===== src/rtl/npu_rd_pkg.sv =====
// Shared types and constants for the NPU result readback path.
package npu_rd_pkg;

    // Capture sequencer states
    typedef enum logic [1:0] {
        IDLE    = 2'd0,
        CAPTURE = 2'd1,
        DONE    = 2'd2
    } rd_state_t;

    // Status word bit positions
    localparam int ST_BUSY    = 0;
    localparam int ST_DONE    = 1;
    localparam int ST_OVF     = 2;
    localparam int ST_CNT_LSB = 8;

    // Host control word fields
    localparam int CTRL_ARM_BIT = 0;
    localparam int CTRL_CNT_LSB = 8;
    localparam int CTRL_CNT_MSB = 15;

    // Host address of the status word
    localparam int ADDR_STATUS = 0;

    // Assemble the host-visible status word; all unlisted bits stay 0.
    function automatic logic [31:0] build_status(
        input logic       busy,
        input logic       done_f,
        input logic       ovf,
        input logic [7:0] cnt
    );
        logic [31:0] r;
        r                  = 32'd0;
        r[ST_BUSY]         = busy;
        r[ST_DONE]         = done_f;
        r[ST_OVF]          = ovf;
        r[ST_CNT_LSB +: 8] = cnt;
        return r;
    endfunction

endpackage


===== src/rtl/npu_result_reader_result_ram.sv =====
// Result buffer: DEPTH x 32 simple dual-port RAM, one write port and one
// registered read port. A same-address read/write returns the old word.
module result_ram #(
    parameter int DEPTH = 16,
    parameter int AW    = $clog2(DEPTH)
) (
    input  logic          clk,
    input  logic          i_wr_en,
    input  logic [AW-1:0] i_wr_addr,
    input  logic [31:0]   i_wr_data,
    input  logic          i_rd_en,
    input  logic [AW-1:0] i_rd_addr,
    output logic [31:0]   o_rd_data
);

    logic [31:0] r_mem [DEPTH];
    logic [31:0] r_rd_data;

    // Write port: store a packed result word
    always_ff @(posedge clk) begin
        if (i_wr_en) begin
            r_mem[i_wr_addr] <= i_wr_data;
        end
    end

    // Read port: registered, holds its value when not enabled
    always_ff @(posedge clk) begin
        if (i_rd_en) begin
            r_rd_data <= r_mem[i_rd_addr];
        end
    end

    assign o_rd_data = r_rd_data;

endmodule


===== src/rtl/npu_result_reader.sv =====
// Captures the NPU result byte stream, packs it little-endian into 32-bit
// words in the result buffer and serves status/buffer reads to the host.
module npu_result_reader
    import npu_rd_pkg::*;
#(
    parameter int DEPTH  = 16,
    parameter int ADDR_W = $clog2(DEPTH) + 1
) (
    input  logic              clk,
    input  logic              reset,
    input  logic [31:0]       control_reg,
    input  logic [7:0]        d_out,
    input  logic              d_out_valid,
    input  logic              chipselect,
    input  logic              read,
    input  logic [ADDR_W-1:0] address,
    output logic [31:0]       readdata,
    output logic              done,
    output logic              overflow
);

    localparam int               RAM_AW    = $clog2(DEPTH);
    localparam logic [8:0]       CAP_BYTES = 9'(4 * DEPTH);
    localparam logic [ADDR_W-1:0] A_STATUS = ADDR_W'(ADDR_STATUS);
    localparam logic [ADDR_W-1:0] A_LAST   = ADDR_W'(DEPTH);

    // Capture state
    rd_state_t   r_state;
    logic        r_arm_q;
    logic [7:0]  r_cnt;
    logic [7:0]  r_byte_count;
    logic [31:0] r_pack;
    logic        r_done;
    logic        r_overflow;

    // Read path state
    logic        r_rd_from_ram;
    logic [31:0] r_rd_word;

    // Capture datapath
    logic              w_arm_edge;
    logic [7:0]        w_ctrl_cnt;
    logic [1:0]        w_lane;
    logic [7:0]        w_cnt_next;
    logic              w_last;
    logic              w_in_range;
    logic              w_take;
    logic              w_flush;
    logic [31:0]       w_pack_merged;
    logic              w_wr_en;
    logic [RAM_AW-1:0] w_wr_addr;

    // Read datapath
    logic              w_rd_hit;
    logic              w_rd_is_status;
    logic              w_rd_in_ram;
    logic [RAM_AW-1:0] w_ram_rd_addr;
    logic [31:0]       w_ram_q;
    logic              w_unused_ctrl;

    assign w_arm_edge = control_reg[CTRL_ARM_BIT] & ~r_arm_q;
    assign w_ctrl_cnt = control_reg[CTRL_CNT_MSB:CTRL_CNT_LSB];
    assign w_lane     = r_cnt[1:0];
    assign w_cnt_next = r_cnt + 8'd1;
    assign w_last     = (w_cnt_next == r_byte_count);
    assign w_in_range = ({1'b0, r_cnt} < CAP_BYTES);
    // An arm edge takes priority over a coinciding byte, which is dropped.
    assign w_take     = (r_state == CAPTURE) & d_out_valid & ~w_arm_edge;
    assign w_flush    = (w_lane == 2'd3) | w_last;
    assign w_wr_en    = w_take & w_in_range & w_flush;
    assign w_wr_addr  = r_cnt[RAM_AW+1:2];

    assign w_unused_ctrl = ^{control_reg[31:CTRL_CNT_MSB+1], control_reg[CTRL_CNT_LSB-1:CTRL_ARM_BIT+1]};

    // Merge the incoming byte into its lane of the pack register
    always_comb begin
        w_pack_merged = r_pack;
        case (w_lane)
            2'd0:    w_pack_merged[7:0]   = d_out;
            2'd1:    w_pack_merged[15:8]  = d_out;
            2'd2:    w_pack_merged[23:16] = d_out;
            default: w_pack_merged[31:24] = d_out;
        endcase
    end

    // Capture sequencer: arm edge detect, byte counting, packing, done/overflow
    always_ff @(posedge clk or posedge reset) begin
        if (reset) begin
            r_state      <= IDLE;
            r_arm_q      <= 1'b0;
            r_cnt        <= 8'd0;
            r_byte_count <= 8'd0;
            r_pack       <= 32'd0;
            r_done       <= 1'b0;
            r_overflow   <= 1'b0;
        end else begin
            r_arm_q <= control_reg[CTRL_ARM_BIT];
            if (w_arm_edge) begin
                r_cnt        <= 8'd0;
                r_pack       <= 32'd0;
                r_overflow   <= 1'b0;
                r_byte_count <= w_ctrl_cnt;
                if (w_ctrl_cnt == 8'd0) begin
                    r_state <= DONE;
                    r_done  <= 1'b1;
                end else begin
                    r_state <= CAPTURE;
                    r_done  <= 1'b0;
                end
            end else begin
                case (r_state)
                    IDLE: begin
                        r_state <= IDLE;
                    end
                    CAPTURE: begin
                        if (d_out_valid) begin
                            r_cnt <= w_cnt_next;
                            if (!w_in_range) begin
                                r_overflow <= 1'b1;
                            end
                            if (w_flush) begin
                                r_pack <= 32'd0;
                            end else begin
                                r_pack <= w_pack_merged;
                            end
                            if (w_last) begin
                                r_state <= DONE;
                                r_done  <= 1'b1;
                            end
                        end
                    end
                    DONE: begin
                        r_state <= DONE;
                    end
                    default: begin
                        r_state <= IDLE;
                    end
                endcase
            end
        end
    end

    assign w_rd_hit       = chipselect & read;
    assign w_rd_is_status = (address == A_STATUS);
    assign w_rd_in_ram    = !w_rd_is_status && (address <= A_LAST);
    assign w_ram_rd_addr  = address[RAM_AW-1:0] - {{(RAM_AW-1){1'b0}}, 1'b1};

    result_ram #(
        .DEPTH (DEPTH),
        .AW    (RAM_AW)
    ) u_result_ram (
        .clk       (clk),
        .i_wr_en   (w_wr_en),
        .i_wr_addr (w_wr_addr),
        .i_wr_data (w_pack_merged),
        .i_rd_en   (w_rd_hit & w_rd_in_ram),
        .i_rd_addr (w_ram_rd_addr),
        .o_rd_data (w_ram_q)
    );

    // Status/zero read path, registered in step with the RAM read port
    always_ff @(posedge clk or posedge reset) begin
        if (reset) begin
            r_rd_from_ram <= 1'b0;
            r_rd_word     <= 32'd0;
        end else if (w_rd_hit) begin
            r_rd_from_ram <= w_rd_in_ram;
            if (w_rd_is_status) begin
                r_rd_word <= build_status((r_state == CAPTURE), r_done, r_overflow, r_cnt);
            end else begin
                r_rd_word <= 32'd0;
            end
        end
    end

    assign readdata = r_rd_from_ram ? w_ram_q : r_rd_word;
    assign done     = r_done;
    assign overflow = r_overflow;

endmodule


===== config.mk =====
export PLATFORM = sky130hd
export DESIGN_NAME = npu_result_reader
export DESIGN_NICKNAME = d
export VERILOG_FILES = /design/src/rtl/npu_rd_pkg.sv /design/src/rtl/npu_result_reader_result_ram.sv /design/src/rtl/npu_result_reader.sv
export SDC_FILE = /design/constraint.sdc
export NUM_CORES = 1
export LEC_CHECK = 0
export BUFFER_PORTS_ARGS = -buffer_cell sky130_fd_sc_hd__buf_2
export CORE_AREA = 2 2 286 288
export DETAILED_ROUTE_END_ITERATION = 10
export DIE_AREA = 0 0 288 290
export PLACE_DENSITY = 0.42
export SETUP_SLACK_MARGIN = 0.3
export SYNTH_ARGS = -nofsm -noshare
export SYNTH_HDL_FRONTEND = slang
export SYNTH_SLANG_ARGS = --single-unit

===== constraint.sdc =====
create_clock -name clk -period 5 [get_ports clk]
set_clock_uncertainty 0.05 [all_clocks]
set_input_delay 0.25 -clock clk [delete_from_list [all_inputs] [get_ports clk]]
set_output_delay 0.25 -clock clk [all_outputs]
set_load 0.01 [all_outputs]

==> flow_metrics.tcl, run 1 <==
set metrics [dict create \
    status "finished, final reports clean" \
    cpPeakStageDelay_ns 0.67 \
    io_pins 84 \
    start_util 0.299 \
    area_growth_pct 16.8 \
    antenna_found_initial 0 \
    cp_common_cell "buf_4" \
    crit_slowest_cell "nor2_4" \
    synth-seq-area-share 0.750 \
    detail-route-antenna-nets 0 \
    post_dp_cell_area_um2 25800 \
    ys_types 46 \
    cts_buffers 68 \
    nFillCells 7572 \
    cts_sinks 609 \
    clock_latency_ns 0.59 \
    wire_per_inst_um 25.4 \
    syn-instance-count 1130 \
    fp.dieH_um 290 \
    grt_max_degree 89 \
    htreeDepth 3 \
    path_cells "ha_1 -> nor2_1 -> o21ai_0 -> a31oi_1 -> nor4_4 -> a21oi_2 -> buf_4 -> nor2_4 -> buf_4" \
    crit_fanout 20 \
    rsz0062_at_grt "false" \
    grt_first_pass_wirelength_um 87400 \
    core_um2 80200 \
    power_density_nw_per_um2 405 \
    row_count 104 \
    route.detailed.drc 0 \
    worst-setup-path-type "register to register" \
    n_antenna_cell 0 \
    synth_ff_type "edfxtp_1" \
    synth_async_sr_flop_share 0.107 \
    worst_pin_slew_ns 0.914 \
    layout_commonest_cell "edfxtp_1" \
    io_buffers 60 \
    cpLargestDelayFamily "simple AND/OR/NAND/NOR gates" \
    startpoint_type "register" \
    synth_warnings 0 \
    slew_viol_final 0 \
    endpoint_kind "register" \
    crit_required_ns 5.24 \
    cts_tree "done" \
    drt_pass1_iterations 5 \
    cts_root_buffer "clkbuf_16" \
    fin_crit_sh 0.772 \
    ir_worst_vdd_v 0.000200 \
    vias 11400 \
    routed_wl_um 59800 \
    cts_hold_buffers 11 \
    dp_hpwl_um 33600 \
    nNetsFinal 1299 \
    fmax_mhz 259 \
    synth_edf_count 544 \
    path_buf_inv 2 \
    grt_pass1_vias 12000 \
    vias_per_cell 4.87 \
    gp_congestion 0.740 \
    final_cell_mix "edfxtp_1 (544), mux4_2 (160), clkbuf_16 (70)" \
    dpl.cell_count 2219 \
    cts_setup_buffers 0 \
    clk_pin_slew_ns 0.06 \
    clockBufferDepth 3 \
    final_cell_count_no_fill 2352 \
    crit_arrival_ns 4.09 \
    post_cts_resized 0 \
    first_iter_violations 777 \
    maxSlewHeadroom 0.390 \
    die_width_um 288 \
    final_hold_viol_count 0 \
    synth.net_count 1189 \
    hp-class "input port to asynchronous set/reset pin" \
    setup_viol_count_final 0 \
    dieArea_um2 83500 \
    synth-seq-cells 609 \
    final_area_um2 28000 \
    gr-usage-all-layers 0.146 \
    fin_crit_ns 3.86 \
    drv_cap 0 \
    overflow 0 \
    p_leak_nw 9.41 \
    drive_gt1_frac 0.327 \
    synth_area_per_cell_um2 21.2 \
    synth_area_um2 24000 \
]
==> state kept, by name, summed over array words and instances (netlist names) <==
signal / flops
u_result_ram.r_mem: 512
r_pack: 32
u_result_ram.o_rd_data: 32
r_rd_word: 11
r_byte_count: 8
r_cnt: 8
r_state: 2
done: 1
overflow: 1
r_arm_q: 1
r_rd_from_ram: 1
==> path summary, 6_finish.rpt <==
kind                                             start                                   end  slack, ns  depth (start not counted)
worst min register to register  r_pack[24]$_DFFE_PP0P_                r_pack[24]$_DFFE_PP0P_       0.43                          1
worst max-delay path              r_cnt[0]$_DFFE_PP0P_  u_result_ram.r_mem[15][11]$_DFFE_PP_       1.14                          9
worst min-delay path                             reset                r_pack[25]$_DFFE_PP0P_       0.21                          3
worst max register to register    r_cnt[0]$_DFFE_PP0P_  u_result_ram.r_mem[15][11]$_DFFE_PP_       1.14                          9
max in group asynchronous                        reset             r_rd_from_ram$_DFFE_PP0P_       3.53                          4
min in group clk                        control_reg[0]                     r_arm_q$_DFF_PP0_       0.29                          2
==> synth_stat cells (2+ instances only) <==
master / number / share of area
o21ai_0: 16 / 0.0033
buf_4: 2 / 0.00063
or3_1: 3 / 0.00078
inv_1: 8 / 0.0013
ha_1: 9 / 0.0047
and2_1: 24 / 0.0063
nor4_1: 5 / 0.0013
nor2_1: 20 / 0.0031
xor2_1: 5 / 0.0018
nand4_1: 6 / 0.0016
a21oi_1: 8 / 0.0017
buf_6: 3 / 0.0014
a32o_1: 32 / 0.013
nand2b_1: 4 / 0.0010
edfxtp_1: 544 / 0.68
xnor2_1: 10 / 0.0037
nor3_1: 6 / 0.0013
mux2_2: 43 / 0.020
nor3_2: 5 / 0.0021
clkbuf_1: 39 / 0.0061
nand3_1: 9 / 0.0019
nor2b_1: 3 / 0.00078
dfrtp_1: 65 / 0.068
nand2_1: 56 / 0.0088
buf_2: 24 / 0.0050
mux4_2: 160 / 0.15
nand2_2: 2 / 0.00052
==> final cells by class <==
class,count,area (µm²),share of cell area
Clock buffer,95,1880,0.0670
Clock inverter,27,233,0.00831
Inverter,8,30.0,0.00107
Multi-Input combinational cell,444,5790,0.207
Sequential cell,609,18000,0.642
Tap cell,1060,1330,0.0474
Timing Repair Buffer,109,781,0.0279
==> tightest hold or removal path: cells and delay by family <==
family   cells  cell delay [ns]
buf+inv      3             1.04
==> where the power goes <==
group | internal, W | switching, W
registers | 0.00569 | 0.0000475
clock network | 0.00282 | 0.00196
logic | 0.000317 | 0.000500
==> routing by layer <==
| layer | up-vias | global-route usage | wire length [µm] |
|---|---|---|---|
| met3 | 75 | 0.0232 | 2340 |
| met5 | - | 0 | 0 |
| met4 | 0 | 0.0389 | 1090 |
| met1 | 6259 | 0.207 | 27400 |
| li1 | 4898 | - | - |
| met2 | 211 | 0.232 | 29000 |
==> through the flow <==
step	power (W)	utilization	TNS, ns	hold slack (ns)	setup WS, ns
finish	0.0113	0.349	0	0.207	1.14
global route	0.0118	0.349	0	0.226	0.920
CTS	0.0115	0.349	0	0.175	1.14
detailed placement	0.00668	0.322	0	0.274	1.16
global placement	0.00667	0.322	0	0.265	1.11
floorplan	0.00637	-	-22.70	0.231	-0.355
==> kinds of logic (layout without fill, tap and decap cells) <==
kind of cell / Yosys count / count (layout) / synth area share
compound gates: 66 / 66 / 0.0217
xor+xnor: 15 / 15 / 0.00548
fa+ha+maj: 9 / 9 / 0.00470
buf+inv: 77 / 239 / 0.0146
flops: 609 / 609 / 0.750
mux: 204 / 204 / 0.171
simple gates: 150 / 150 / 0.0327
Power figures use the tool's default switching activity.
==> inputs of run 2 (changes only) <==
==> constraint.sdc (replaced) <==
create_clock -name clk -period 3.1 [get_ports clk]
set_clock_uncertainty 0.05 [all_clocks]
set_input_delay 0.155 -clock clk [delete_from_list [all_inputs] [get_ports clk]]
set_output_delay 0.155 -clock clk [all_outputs]
set_load 0.01 [all_outputs]
==> run 2 against run 1 <==
Non-clock buffer count increased by 48. Die area stayed put. Worst setup slack lost 0.82 ns. Maximum frequency increased by 39%. Count of clock-buffer cells in the layout up 9. Total power grew 65%. Highest routed layer unchanged.
==> flow_metrics.tcl, run 2 (synthesis results as in run 1) <==
set metrics [dict create \
    status "finished, final reports clean" \
    n_antenna_cell 0 \
    cts_sinks 609 \
    htreeDepth 3 \
    drive_gt1_frac 0.364 \
    rsz0062_at_grt "true" \
    maxSlewHeadroom 0.431 \
    switching_power_w 0.00425 \
    cpLargestDelayFamily "simple AND/OR/NAND/NOR gates" \
    setup_ws_ns 0.321 \
    fin_crit_ns 2.78 \
    area_growth_pct 21.1 \
    endpoint_kind "register" \
    core_um2 80200 \
    p_leak_nw 9.88 \
    final_cell_mix "edfxtp_1 (544), mux4_2 (160), clkbuf_16 (76)" \
    crit_start "r_cnt[0]$_DFFE_PP0P_" \
    power_w 0.0188 \
    reg2reg_from "r_cnt[0]$_DFFE_PP0P_" \
    setup_viol_count_final 0 \
    power.share.sequential 0.493 \
    final_hold_viol_count 0 \
    drv_cap 0 \
    slew_viol_final 0 \
    post-place-ws_ns 0.253 \
    gr-usage-all-layers 0.149 \
    io_buffers 60 \
    die_width_um 288 \
    vias 11600 \
    nFillCells 7514 \
    grt_max_degree 89 \
    clk_pin_slew_ns 0.06 \
    path_cells "buf_6 -> and2_4 -> nand4_1 -> xnor2_2 -> nor4_4 -> a21oi_4 -> buf_6 -> nor4_4 -> buf_6 -> clkbuf_16" \
    cpPeakStageDelay_ns 0.38 \
    p_int_w 0.0145 \
    largest_reg_flops 512 \
    seq_area_um2 18000 \
    grt_first_pass_wirelength_um 89300 \
    clockBufferDepth 3 \
    row_count 104 \
    first_iter_violations 1006 \
    layout_commonest_cell "edfxtp_1" \
    detail-route-antenna-nets 0 \
    wire_per_inst_um 25.9 \
    vias_per_cell 4.81 \
    worst-setup-path-type "register to register" \
    holdWs_ns 0.115 \
    top_register "u_result_ram.r_mem" \
    power.share.switching 0.227 \
    nNetsFinal 1350 \
    power_frac_clock 0.429 \
    clock_latency_ns 0.60 \
    dieArea_um2 83500 \
    cts_tree "done" \
    fp.dieH_um 290 \
    tns_ns 0 \
    final_core_util 0.362 \
    fmax_mhz 360 \
    gp_congestion 0.705 \
    fin_crit_sh 0.897 \
    hp-class "input port to asynchronous set/reset pin" \
    crit_arrival_ns 3.03 \
    cts_root_buffer "clkbuf_16" \
    antenna_found_initial 3 \
    overflow 0 \
    power_density_nw_per_um2 646 \
    multi_input_area_um2 5880 \
    io_pins 84 \
    crit_slowest_cell "dfrtp_1" \
    p_comb_frac 0.078 \
    cts_buffers 71 \
    crit_required_ns 3.35 \
    grt_pass1_vias 12400 \
    route.detailed.drc 0 \
    crit_fanout 8 \
    worst_pin_slew_ns 0.853 \
    startpoint_type "register" \
    path_buf_inv 4 \
    drt_pass1_iterations 5 \
    start_util 0.299 \
    dp_hpwl_um 35000 \
    ir_worst_vdd_v 0.000379 \
    routed_wl_um 62400 \
    cp_common_cell "buf_6" \
]
## run 2: cell types whose count changed in the layout (fill, tap and decap cells not counted), moves of 4 or more
cell       previous run  this run
buf_12                6        31
buf_4                32        42
buf_6                 0         8
clkbuf_16            70        76
clkbuf_1             22        27
nor3_2                5         1
nor3_4                5         9
## run 2: through the flow
stage	area [µm²]	cells
4_1_cts	28800	2398
5_1_grt	29000	2408
3_5_place_dp	26300	2244
3_3_place_gp	26300	2244
6_report	29000	2408
2_1_floorplan	24100	1130
## run 2: path summary, 6_finish.rpt
check,endpoint,slack [ns],cells past startpoint
max in group asynchronous,r_pack[18]$_DFFE_PP0P_,2.52,4
min in group clk,r_arm_q$_DFF_PP0_,0.18,2
worst min-delay path,r_state[1]$_DFFE_PP0P_,0.12,4
worst max-delay path,u_result_ram.r_mem[0][6]$_DFFE_PP_,0.32,10
worst min register to register,r_rd_word[12]$_DFFE_PP0P_,0.43,2
worst max register to register,u_result_ram.r_mem[0][6]$_DFFE_PP_,0.32,10
## run 2: layout make-up
class	instances	share of cell area
clock buffer	104	0.0683
clock inverter	26	0.00884
inverter	8	0.00103
multi-input combinational	444	0.203
sequential	609	0.619
tap	1060	0.0457
timing repair buffer	157	0.0543
## run 2: power by group through the flow
| stage | Combinational (W) | Clock [W] | Sequential (W) |
|---|---|---|---|
| floorplan | 0.000915 | 0 | 0.00938 |
| global placement | 0.00143 | 0 | 0.00940 |
| detailed placement | 0.00146 | 0 | 0.00941 |
| CTS | 0.00148 | 0.00828 | 0.00924 |
| global route | 0.00160 | 0.00859 | 0.00924 |
| finish | 0.00147 | 0.00804 | 0.00924 |
## run 2: worst min-delay path, cell delays in order
cell	delay, ns
dlygate4sd3_1	0.53
buf_2	0.12
inv_2	0.06
buf_12	0.31
## run 2: per-layer routing
metal  vias to the layer above  wire length [µm]  global-route usage
met2                       216             30200               0.240
met5                         -                 0                   0
met1                      6273             28500               0.209
li1                       5006                 -                   -
met4                         0              1260              0.0388
met3                        80              2380              0.0263
## run 2: timing repair
item                                    in CTS  in global routing
resized for setup                            4                 19
endpoints found under the setup margin     155                273
endpoints found under the hold margin       78                  0
gates cloned                                 1                  3
hold buffers                                11                  0
buffers inserted                            12                  7
pin swaps                                    3                  4
==> inputs of run 3 (changes only) <==
--- a/config.mk
+++ b/config.mk
@@ -6,10 +6,10 @@
 export NUM_CORES = 1
 export LEC_CHECK = 0
 export BUFFER_PORTS_ARGS = -buffer_cell sky130_fd_sc_hd__buf_2
-export CORE_AREA = 2 2 286 288
+export CORE_AREA = 2 2 209 211
 export DETAILED_ROUTE_END_ITERATION = 10
-export DIE_AREA = 0 0 288 290
-export PLACE_DENSITY = 0.42
+export DIE_AREA = 0 0 211 213
+export PLACE_DENSITY = 0.69
 export SETUP_SLACK_MARGIN = 0.3
 export SYNTH_ARGS = -nofsm -noshare
 export SYNTH_HDL_FRONTEND = slang
==> constraint.sdc (replaced) <==
create_clock -name clk -period 2.9 [get_ports clk]
set_clock_uncertainty 0.05 [all_clocks]
set_input_delay 0.145 -clock clk [delete_from_list [all_inputs] [get_ports clk]]
set_output_delay 0.145 -clock clk [all_outputs]
set_load 0.01 [all_outputs]
==> run 3 against run 2 <==
Largest power group unchanged. Combinational power hardly changed. Highest routed layer is now met5. Non-clock buffer count up 30. Clock power fell by 11%. Global-route usage increased by 9.3 points. Cell area is 0.87% lower. First-iteration DRC count up 28%. Sequential share of layout area is 0.55 points higher. Register-to-register slack got worse by 0.11 ns.
==> flow_metrics.tcl, run 3 (synthesis results as in run 1) <==
set metrics [dict create \
    crit_required_ns 3.17 \
    reg2reg_setup_slack_ns 0.21 \
    htreeDepth 2 \
    fin_crit_ns 2.69 \
    gr-usage-all-layers 0.243 \
    io_buffers 60 \
    maxSlewHeadroom 0.536 \
    startpoint_type "register" \
    r2r-end "u_result_ram.r_mem[7][8]$_DFFE_PP_" \
    status "finished, final reports clean" \
    wire_per_inst_um 29.8 \
    start_util 0.561 \
    worst_pin_slew_ns 0.696 \
    worst_r2r_path_depth 10 \
    grt_max_degree 61 \
    detail-route-antenna-nets 0 \
    grt_pass1_vias 12000 \
    reg2reg_from "r_cnt[0]$_DFFE_PP0P_" \
    antenna_found_initial 1 \
    largest_reg_flops 512 \
    final_hold_viol_count 0 \
    p_int_w 0.0144 \
    clk_pin_slew_ns 0.06 \
    gp_congestion 0.856 \
    crit_fanout 7 \
    clockBufferDepth 3 \
    cts_buffers 59 \
    core_um2 42700 \
    endpoint_kind "register" \
    n_antenna_cell 0 \
    cts_tree "done" \
    fmax_mhz 372 \
    cts_root_buffer "clkbuf_16" \
    fin_crit_sh 0.927 \
    rsz0062_at_grt "true" \
    hp-class "input port to asynchronous set/reset pin" \
    p_leak_nw 9.99 \
    dieArea_um2 44900 \
    fp.dieH_um 213 \
    routed_wl_um 56800 \
    dp_hpwl_um 30200 \
    power_w 0.0185 \
    vias 12100 \
    power.share.switching 0.219 \
    power_frac_clock 0.386 \
    final_cell_mix "edfxtp_1 (544), mux4_2 (160), clkbuf_16 (83)" \
    io_pins 84 \
    power_density_nw_per_um2 643 \
    layout_commonest_cell "edfxtp_1" \
    drt_pass1_iterations 5 \
    route.detailed.drc 0 \
    post_dp_cell_area_um2 25700 \
    slew_viol_final 0 \
    drive_gt1_frac 0.367 \
    grt_first_pass_wirelength_um 77700 \
    vias_per_cell 6.33 \
    nNetsFinal 1368 \
    p_comb_frac 0.080 \
    drv_cap 0 \
    ir_worst_vdd_v 0.000532 \
    final_core_util 0.674 \
    overflow 0 \
    clock_latency_ns 0.63 \
    switching_power_w 0.00406 \
    top_register "u_result_ram.r_mem" \
    area_growth_pct 20.1 \
    first_iter_violations 1291 \
    worst-setup-path-type "register to register" \
    final_area_um2 28800 \
    row_count 76 \
    power.share.sequential 0.535 \
    crit_arrival_ns 2.96 \
    die_width_um 211 \
    setup_viol_count_final 0 \
    cts_sinks 609 \
]
run 3: changes by cell type in the layout (fill, tap and decap cells not counted), moves of 2 or more:
cell / delta
clkinv_8: -4
buf_4: -16
clkinv_2: -4
dfrtp_1: -3
clkbuf_1: +2
buf_6: +13
buf_12: +9
nor2_2: -2
inv_6: +3
buf_16: +3
dfrtp_2: +3
clkbuf_16: +7
run 3: worst max-delay path, stage by stage (launching register included):
cell and delay [ns]:
dfrtp_2 0.44, ha_4 0.19, and2_4 0.16, o21ai_4 0.13, a31oi_4 0.11, nor4_4 0.37, a21oi_4 0.16, buf_12 0.17
nor3_4 0.27, buf_6 0.19, buf_12 0.15
run 3: power groups by stage:
stage                     logic, W  registers [W]  clock network (W)
after detailed placement   0.00143         0.0101                  0
after global placement     0.00141         0.0101                  0
after CTS                  0.00145        0.00988            0.00724
after global routing       0.00158        0.00989            0.00758
after floorplan           0.000984         0.0100                  0
final                      0.00148        0.00989            0.00713
run 3: timing repair:
action | 4_1_cts | 5_1_grt
setup endpoints to repair | 356 | 487
hold buffers | 11 | 0
endpoints found under the hold margin | 37 | 0
pin swaps | 1 | 11
setup buffers | 11 | 13
gates resized for setup | 19 | 58
gates cloned | 3 | 24
run 3: worst max path at each step:
stage,from,cells after the start,slack [ns],end
final,r_cnt[0]$_DFFE_PP0P_,10,0.21,u_result_ram.r_mem[7][8]$_DFFE_PP_
after global placement,r_cnt[1]$_DFFE_PP0P_,9,0.21,u_result_ram.r_mem[7][25]$_DFFE_PP_
after CTS,r_cnt[1]$_DFFE_PP0P_,10,0.24,u_result_ram.r_mem[8][9]$_DFFE_PP_
after floorplan,r_cnt[1]$_DFFE_PP0P_,8,-0.38,u_result_ram.r_mem[0][0]$_DFFE_PP_
after global routing,r_cnt[0]$_DFFE_PP0P_,10,0.18,u_result_ram.r_mem[3][28]$_DFFE_PP_
after detailed placement,r_cnt[1]$_DFFE_PP0P_,10,0.19,u_result_ram.r_mem[13][8]$_DFFE_PP_
run 3: layer usage:
layer,global-route usage,part of all wire,wire (µm)
met4,0.0602,0.026,1470
met2,0.397,0.50,28600
met3,0.0447,0.069,3900
met5,0,0.00023,13
met1,0.345,0.40,22900
run 3: cell type report:
cell class	count	area [µm²]
clock buffer	91	1630
clock inverter	19	144
fill	2649	13900
inverter	8	30.0
multi-input combinational	444	5920
sequential	609	18000
tap	546	683
timing repair buffer	187	2390
run 3: stage by stage:
step                setup TNS (ns)  std cells  hold WS (ns)  setup slack, ns
floorplan                   -67.22       1130         0.126           -0.381
global placement                 0       1732         0.175            0.208
detailed placement               0       1732         0.186            0.192
CTS                              0       1867        0.0791            0.238
global route                     0       1904         0.145            0.176
finish                           0       1904         0.106            0.212
